===== src/rtl/morse_symbol_capture_if.sv =====
`default_nettype none
`timescale 1ns/1ps
// ============================================================================
//  Module   : morse_symbol_capture_if
//  Purpose  : Character hand-off bus between the Morse capture stage and its
//             decoder/display consumer (valid/ready plus status pulses).
//  Revision : 1.0  initial release
// ============================================================================
interface morse_symbol_capture_if #(
    parameter int MAX_SYMBOLS = 8
);
    localparam int LEN_W = $clog2(MAX_SYMBOLS + 1);

    logic                   char_valid;
    logic                   char_ready;
    logic [MAX_SYMBOLS-1:0] char_bits;
    logic [LEN_W-1:0]       char_len;
    logic                   char_ovf;
    logic                   word_end;
    logic                   drop;

    modport master (
        output char_valid, char_bits, char_len, char_ovf, word_end, drop,
        input  char_ready
    );

    modport slave (
        input  char_valid, char_bits, char_len, char_ovf, word_end, drop,
        output char_ready
    );
endinterface
`default_nettype wire


===== src/rtl/morse_symbol_capture.sv =====
`default_nettype none
`timescale 1ns/1ps
// ============================================================================
//  Module   : morse_symbol_capture
//  Purpose  : Synchronise/debounce a Morse key, classify presses as dot/dash,
//             pack them into characters and hand them off over valid/ready.
//  Revision : 1.0  initial release
// ============================================================================
module morse_symbol_capture #(
    parameter int MAX_SYMBOLS = 8,
    parameter int DEBOUNCE    = 16,
    parameter int MIN_PRESS   = 64,
    parameter int DASH_MIN    = 2500,
    parameter int CHAR_GAP    = 2500,
    parameter int WORD_GAP    = 6000,
    parameter int CNT_W       = 16
) (
    input  wire logic              clk,
    input  wire logic              rst,
    input  wire logic              button,
    morse_symbol_capture_if.master bus
);
    localparam int LEN_W = $clog2(MAX_SYMBOLS + 1);
    localparam int DB_W  = (DEBOUNCE > 1) ? $clog2(DEBOUNCE) : 1;

    localparam logic [1:0] c_IDLE  = 2'd0;
    localparam logic [1:0] c_PRESS = 2'd1;
    localparam logic [1:0] c_GAP   = 2'd2;
    localparam logic [1:0] c_SPACE = 2'd3;

    // Timer holds L-1 on the edge that ends an L-cycle interval.
    localparam logic [DB_W-1:0]  c_DB_LAST  = DB_W'(DEBOUNCE - 1);
    localparam logic [CNT_W-1:0] c_MIN_M1   = CNT_W'(MIN_PRESS - 1);
    localparam logic [CNT_W-1:0] c_DASH_M1  = CNT_W'(DASH_MIN - 1);
    localparam logic [CNT_W-1:0] c_CHAR_M1  = CNT_W'(CHAR_GAP - 1);
    localparam logic [CNT_W-1:0] c_WORD_M1  = CNT_W'(WORD_GAP - 1);
    localparam logic [LEN_W-1:0] c_LEN_MAX  = LEN_W'(MAX_SYMBOLS);

    logic                   r_sync1, r_sync2, r_key_db;
    logic [DB_W-1:0]        r_db_cnt;
    logic [CNT_W-1:0]       r_timer;
    logic [1:0]             r_state, w_next, r_from;
    logic [MAX_SYMBOLS-1:0] r_bits, r_out_bits;
    logic [LEN_W-1:0]       r_len, r_out_len;
    logic                   r_ovf, r_out_ovf, r_out_valid, r_word_end, r_drop;

    logic w_db_toggle, w_rise, w_fall, w_short, w_dash;
    logic w_append, w_emit, w_word;
    logic [MAX_SYMBOLS-1:0] w_onehot;

    assign w_db_toggle = (r_sync2 != r_key_db) && (r_db_cnt == c_DB_LAST);
    assign w_rise      = w_db_toggle & ~r_key_db;
    assign w_fall      = w_db_toggle &  r_key_db;
    assign w_short     = (r_timer < c_MIN_M1);
    assign w_dash      = (r_timer >= c_DASH_M1);
    assign w_onehot    = MAX_SYMBOLS'(1) << r_len;

    always_ff @(posedge clk) begin
        if (rst) begin
            r_sync1  <= 1'b0;
            r_sync2  <= 1'b0;
            r_key_db <= 1'b0;
            r_db_cnt <= '0;
            r_timer  <= '0;
        end else begin
            r_sync1 <= button;
            r_sync2 <= r_sync1;
            if (r_sync2 != r_key_db) begin
                if (r_db_cnt == c_DB_LAST) begin
                    r_key_db <= ~r_key_db;
                    r_db_cnt <= '0;
                end else begin
                    r_db_cnt <= r_db_cnt + 1'b1;
                end
            end else begin
                r_db_cnt <= '0;
            end
            if (w_db_toggle)
                r_timer <= '0;
            else if (r_timer != '1)
                r_timer <= r_timer + 1'b1;
        end
    end

    always_ff @(posedge clk) begin
        if (rst) r_state <= c_IDLE;
        else     r_state <= w_next;
    end

    always_comb begin
        w_next = r_state;
        case (r_state)
            c_IDLE:  if (w_rise) w_next = c_PRESS;
            c_PRESS: if (w_fall) w_next = w_short ? r_from : c_GAP;
            c_GAP: begin
                if (w_rise)                    w_next = c_PRESS;
                else if (r_timer == c_CHAR_M1) w_next = c_SPACE;
            end
            default: begin
                if (w_rise)                    w_next = c_PRESS;
                else if (r_timer == c_WORD_M1) w_next = c_IDLE;
            end
        endcase
    end

    always_comb begin
        w_append = 1'b0;
        w_emit   = 1'b0;
        w_word   = 1'b0;
        case (r_state)
            c_PRESS: w_append = w_fall & ~w_short;
            c_GAP:   w_emit   = ~w_rise & (r_timer == c_CHAR_M1);
            c_SPACE: w_word   = ~w_rise & (r_timer == c_WORD_M1);
            default: ;
        endcase
    end

    always_ff @(posedge clk) begin
        if (rst) begin
            r_from      <= c_IDLE;
            r_bits      <= '0;
            r_len       <= '0;
            r_ovf       <= 1'b0;
            r_out_valid <= 1'b0;
            r_out_bits  <= '0;
            r_out_len   <= '0;
            r_out_ovf   <= 1'b0;
            r_word_end  <= 1'b0;
            r_drop      <= 1'b0;
        end else begin
            // A glitch returns to whichever state the press interrupted.
            if (w_rise && r_state != c_PRESS)
                r_from <= r_state;
            if (w_append) begin
                if (r_len == c_LEN_MAX) begin
                    r_ovf <= 1'b1;
                end else begin
                    r_bits <= r_bits | (w_dash ? w_onehot : '0);
                    r_len  <= r_len + 1'b1;
                end
            end
            if (w_emit) begin
                r_bits <= '0;
                r_len  <= '0;
                r_ovf  <= 1'b0;
            end
            r_word_end <= w_word;
            r_drop     <= w_emit & r_out_valid & ~bus.char_ready;
            if (w_emit && (!r_out_valid || bus.char_ready)) begin
                r_out_valid <= 1'b1;
                r_out_bits  <= r_bits;
                r_out_len   <= r_len;
                r_out_ovf   <= r_ovf;
            end else if (r_out_valid && bus.char_ready) begin
                r_out_valid <= 1'b0;
            end
        end
    end

    assign bus.char_valid = r_out_valid;
    assign bus.char_bits  = r_out_bits;
    assign bus.char_len   = r_out_len;
    assign bus.char_ovf   = r_out_ovf;
    assign bus.word_end   = r_word_end;
    assign bus.drop       = r_drop;
endmodule
`default_nettype wire


===== src/flat_wrapper.sv =====
// flat-port wrapper written by rule: the top's interface ports become plain ports
module morse_symbol_capture_flat 
#(
    parameter int MAX_SYMBOLS = 8,
    parameter int DEBOUNCE    = 16,
    parameter int MIN_PRESS   = 64,
    parameter int DASH_MIN    = 2500,
    parameter int CHAR_GAP    = 2500,
    parameter int WORD_GAP    = 6000,
    parameter int CNT_W       = 16
)
  (clk, rst, button, bus_char_valid, bus_char_bits, bus_char_len, bus_char_ovf, bus_word_end, bus_drop, bus_char_ready);
  morse_symbol_capture_if #(.MAX_SYMBOLS(MAX_SYMBOLS)) bus_i ();
  input  wire logic clk;
  input  wire logic rst;
  input  wire logic button;
  output wire logic [$bits(bus_i.char_valid)-1:0] bus_char_valid;
  output wire logic [$bits(bus_i.char_bits)-1:0] bus_char_bits;
  output wire logic [$bits(bus_i.char_len)-1:0] bus_char_len;
  output wire logic [$bits(bus_i.char_ovf)-1:0] bus_char_ovf;
  output wire logic [$bits(bus_i.word_end)-1:0] bus_word_end;
  output wire logic [$bits(bus_i.drop)-1:0] bus_drop;
  input wire logic [$bits(bus_i.char_ready)-1:0] bus_char_ready;
  assign bus_char_valid = bus_i.char_valid;
  assign bus_char_bits = bus_i.char_bits;
  assign bus_char_len = bus_i.char_len;
  assign bus_char_ovf = bus_i.char_ovf;
  assign bus_word_end = bus_i.word_end;
  assign bus_drop = bus_i.drop;
  assign bus_i.char_ready = bus_char_ready;
  morse_symbol_capture #(.MAX_SYMBOLS(MAX_SYMBOLS), .DEBOUNCE(DEBOUNCE), .MIN_PRESS(MIN_PRESS), .DASH_MIN(DASH_MIN), .CHAR_GAP(CHAR_GAP), .WORD_GAP(WORD_GAP), .CNT_W(CNT_W)) u_core (.clk(clk), .rst(rst), .button(button), .bus(bus_i));
endmodule

===== config.mk =====
export PLATFORM = sky130hd
export DESIGN_NAME = morse_symbol_capture_flat
export DESIGN_NICKNAME = d
export VERILOG_FILES = /design/src/rtl/morse_symbol_capture_if.sv /design/src/rtl/morse_symbol_capture.sv /design/src/flat_wrapper.sv
export SDC_FILE = /design/constraint.sdc
export NUM_CORES = 1
export LEC_CHECK = 0
export ABC_AREA = 1
export BUFFER_PORTS_ARGS = -buffer_cell sky130_fd_sc_hd__buf_2
export CORE_ASPECT_RATIO = 0.5
export CORE_MARGIN = 10
export CORE_UTILIZATION = 45
export DETAILED_ROUTE_END_ITERATION = 10
export GPL_TIMING_DRIVEN = 1
export MAX_ROUTING_LAYER = met4
export PLACE_DENSITY_LB_ADDON = 0.12
export SLEW_MARGIN = 0
export SYNTH_ARGS = -nofsm -noshare
export SYNTH_HDL_FRONTEND = slang
export SYNTH_SLANG_ARGS = --single-unit

===== constraint.sdc =====
create_clock -name clk -period 2.4 [get_ports clk]
set_clock_uncertainty 0.2 [all_clocks]
set_input_delay 0.48 -clock clk [delete_from_list [all_inputs] [get_ports clk]]
set_output_delay 0.48 -clock clk [all_outputs]
set_load 0.005 [all_outputs]

**Word level (Yosys, flattened, before mapping)**

Cells that the tools add are included.

- Input bits: 4
- Word-level logic and storage cells: 80
- Register bits: 56
- Output and inout bits: 16

- Multiplexer cells: 13
- Shift operators: 1
- Add/subtract/negate cells: 3
- Order comparisons: 2
- Bitwise gates (word level): 15
- Reduce and logical (&&, ||, !) cells: 17
- Equality and inequality tests: 13

Operator list:

| kind | number |
|---|---|
| $add 16x1->16 const B | 1 |
| $eq 16x12->1 const B | 1 |
| $eq 16x13->1 const B | 1 |
| $ge 16x12->1 const B | 1 |
| $lt 16x6->1 const B | 1 |
| $ne 16x16->1 const B | 1 |
| $mux 2 | 7 |
| $add 4x1->4 const B | 2 |
| $eq 4x4->1 const B | 2 |
| $mux 8 | 1 |
| $or 8x8->8 | 1 |
| $shl 1x4->8 const A | 1 |
| $and 1x1->1 | 7 |
| $not 1->1 | 7 |
| $ne 2x1->1 const B | 3 |
| $pmux 2 s3 | 1 |
| $reduce_and 2->1 | 3 |
| $reduce_or 2->1 | 3 |
| $eq 2x2->1 const B | 2 |
| $logic_and 1x1->1 | 4 |
| $mux 1 | 4 |
| $reduce_and 4->1 | 1 |
| $reduce_bool 4->1 | 1 |
| $ne 3x1->1 const B | 1 |
| other kinds (7) | 7 |

**Depth between registers and ports, before layout**

- Depth in word-level cells: 8
- Gate-level depth with buffers: 12
- Depth with buffers taken out: 12

**Worst setup path after synthesis**

OpenSTA, ideal clock, no wires.

- Path type: register -> register
- Start point: register u_core.r_timer[0]
- End point: register u_core.r_timer[11]
- Cell stages (with the launch flop): 13
- Buffers on the path: 0
- Library setup time: 0.110 ns
- Data arrival time: 1.415 ns
- Required time: 2.090 ns
- Period minus slack after synthesis: 1.725 ns
- Path slack: 0.675 ns
- Path through: dfxtp_1 > ha_1 > nand2_1 > nor2_2 > nand2_1 > nor2_1 > nand2_2 > nor2_4 > inv_2 > nand2_1 > nand2_1 > nand3_1 > inv_1

- Longest elaborated chain between the ends: 1
- Elaborated cells on any way between the ends: 2
- Classes of those cells: add/sub (1); eq/ne (1)

Ends and longest elaborated chain:

| what | RTL line | RTL |
|---|---|---|
| start, declared | morse_symbol_capture.sv:41 | `logic [CNT_W-1:0] r_timer;` |
| start signal, assigned | morse_symbol_capture.sv:81 | `r_timer <= r_timer + 1'b1;` |
| $add 16x1->16 / $ne 16x16->1 (equally long branches) | morse_symbol_capture.sv:81, morse_symbol_capture.sv:80 |  |

Several ways; a longest one is shown, not always the timed one.
A chain may end at the register's enable or synchronous reset.

**Final worst setup path**

Ends and elaborated chain as after synthesis.

==> results.tsv <==
stage	metric	value	unit
clock_network	cts-resized-gates	0	
clock_network	cts_buffer_depth	2	
grt	first_global_vias	2291	
route	ant_nets	0	
synth	synth_top_family_by_area	simple AND/OR/NAND/NOR gates	
synth	synthArstFlopShare	0	%
synth	synth_area_leaders	dfxtp_1 40%, nand2_1 10%, nor2_1 8.5%, inv_1 7.7%, nand3_1 5.3%	
pwr	powerDensity	551	mW/mm^2
place	dpl_cell_area	0.00298	mm^2
status	outcome	complete, no violations	
sta	slew_headroom	72.1	%
setup_path	critPathRequiredTime	2.41	ns
sta	finalCritPeriodShare	82.7	%
route	vias_per_cell	4.87	
min_path	min_from	button	
setup_path	endpoint_kind	register	
layout	area_growth	11.2	%
setup_path	r2r_cells	12	
route	wl_per_cell	11.6	um
setup_path	timing.rr.end	u_core.r_timer[11]	
synth	syn_nets	418	
sta	rsz0062_at_grt	no	
synth	ys_seq_area_share	39.9	%
setup_path	cp.arrival	1.99	ns
clock_network	postCtsSetupBuffers	0	
layout	nets	439	
sta	finalSetupViolations	0	
route	drt_iter0_markers	130	
place	place_hpwl	4.53	mm
run	cap_violations	0	
clock_network	cts_buffers	5	
clock_network	clk_pin_slew	0.08	ns
synth	synth_edf_count	0	
synth	synthFlopType	dfxtp_1	
floorplan	dieArea	0.0100	mm^2
floorplan	initial_core_util	46.4	%
route	drt_wl_total	5.98	mm
route	dr.pass1.iters	5	
layout	antenna_cells	0	
grt	grt_max_degree	18	
floorplan	die_h	75.9	um
floorplan	die_w	132	um
min_path	hold_path_end	u_core.r_sync1	
sta	worstMarginPinSlew	0.418	ns
place	portBuffers	19	
synth	netlist_area	0.00281	mm^2
clock_network	holdBufCountCts	0	
grt	grt_pass1_wl	10.4	mm
synth	synthMuxAreaShare	0	%
synth	yosys.area_share.simple	35.1	%
clock_network	clock-sinks	56	
pwr	ir_drop	0.301	mV
layout	stdcell_area	0.00313	mm^2
grt	antenna_found_initial	0	
floorplan	ios	20	
synth	synthAdderAreaFrac	3.56	%
setup_path	r2r_start	u_core.r_timer[0]	
synth	synth-seq-cells	56	
grt	grt.overflow.total	0	
clock_network	tritoncts	built	
clock_network	clk_latency	0.30	ns
setup_path	cp_max_fo	6	
min_path	hold_depth	3	
synth	yosysTopAreaCell	dfxtp_1	
route	vias	2512	
pwr	leakagePower	1.32	nW
floorplan	core_area	0.00606	mm^2
sta	slew_viol_final	0	
sta	max_freq	0.504	GHz
setup_path	crit_type	register to register	
sta	finalCriticalPeriod	1.98	ns
synth	yosys.area.top_type_share	39.9	%
floorplan	rows	20	
synth	ys_warn_count	0	
synth	syn-instance-count	406	
synth	post_synth.cell_area_avg	6.93	um^2
sta	hold_viol	0	
setup_path	cp-start-kind	register	
synth	ys_types	33	
sta	finalSetupTns	0	ns
place	place.gp.congestion	0.933	
clock_network	cts_max_level	2	
setup_path	ff2ff_setup_slack	0.42	ns
synth	synth-compound-area-share	10.1	%
route	drc	0	
grt	grt_usage	12.6	%
layout	drive_gt1_share	14.0	%
clock_network	cts-root-buf	clkbuf_16	
min_path	hold_class	input pin to register	
synth	synth_xor_area_share	1.25	%
==> placed cells by master (no fill, tap or decap), drive strengths merged, types with 3 or more instances in the layout <==
cell type and n:
nand2 83, nor2 78, inv 61, dfxtp 56, nand3 33, o21ai 24, buf 21, a21oi 20
nor3 12, ha 8, clkbuf 6, o21bai 5, or2 4, nor4 3, clkinv 3
==> cells in the mapped netlist, drive strengths merged, types with 3 or more instances <==
| cell | n |
|---|---|
| dfxtp | 56 |
| nand2 | 83 |
| nor4 | 3 |
| clkbuf | 4 |
| inv | 61 |
| ha | 8 |
| nor3 | 12 |
| nor2 | 78 |
| or2 | 4 |
| o21bai | 5 |
| o21ai | 24 |
| nand3 | 33 |
| buf | 3 |
| a21oi | 20 |
==> through the flow <==
stage                     utilization, %  std cells  worst slack (ns)  hold WS, ns  total power, W
after floorplan                        -        406             0.675        0.188        0.000993
after global placement              49.3        508             0.459        0.200         0.00101
after detailed placement            49.3        508             0.432        0.198         0.00101
after CTS                           51.7        516             0.409        0.192         0.00174
after global routing                51.7        516             0.181        0.195         0.00179
final                               51.7        516             0.416        0.196         0.00172
==> worst max-delay path: stages, from the launching register on <==
cell	delay, ns
dfxtp_1	0.39
ha_1	0.30
nand2_1	0.10
nor2_2	0.11
nand2_1	0.08
nor2_1	0.17
nand2_2	0.12
nor2_4	0.18
inv_2	0.06
nand2_1	0.06
nand2_1	0.04
nand3_1	0.06
inv_1	0.04
==> logic make-up (layout without fill, tap and decap cells) <==
kind of cell / after synthesis / count (layout)
flip-flops: 56 / 56
adder cells (fa/ha/maj): 8 / 8
AO/OA/AOI/OAI: 52 / 52
buffers and inverters: 70 / 92
XOR/XNOR: 4 / 4
AND/OR/NAND/NOR: 216 / 216
==> state kept, by name, summed over array words and instances (netlist names), 2 cells and up <==
name	count
u_core.r_timer	16
u_core.bus.char_bits	8
u_core.bus.char_len	4
u_core.r_bits	8
u_core.r_db_cnt	4
u_core.r_len	4
u_core.r_from	2
u_core.r_state	2
==> routing by layer <==
| layer | vias to the layer above | share of wire, % | track usage [%] |
|---|---|---|---|
| met5 | - | 0 | - |
| met4 | 0 | 1.6 | 4.75 |
| met3 | 10 | 5.1 | 3.88 |
| met2 | 53 | 45 | 19.3 |
| met1 | 1134 | 48 | 15.2 |
| li1 | 1315 | - | - |
==> report_power, final <==
group          switching [W]  leakage (nW)  internal (W)
Combinational      0.0000291         0.804     0.0000151
Clock               0.000349        0.0671      0.000390
Sequential        0.00000621         0.452      0.000935
Total               0.000385          1.32       0.00134
==> final cells by class <==
class                   instances  area [um^2]
clock buffers                   6          129
clock inverters                 2         16.3
fillers                       637         2930
inverters                      63          238
multi-input cells             280         1400
flip-flops and latches         56         1120
well taps                      88          110
repair buffers                 21          110
==> worst max-delay path by stage <==
stage	from	slack (ns)	endpoint
finish	u_core.r_timer[0]	0.42	u_core.r_timer[11]
global route	u_core.r_timer[0]	0.18	u_core.r_timer[11]
detailed placement	u_core.r_timer[0]	0.43	u_core.r_timer[11]
global placement	u_core.r_timer[0]	0.46	u_core.r_len[2]
CTS	u_core.r_timer[0]	0.41	u_core.r_timer[11]
floorplan	u_core.r_timer[0]	0.68	u_core.r_timer[11]
Power figures use the tool's default switching activity.
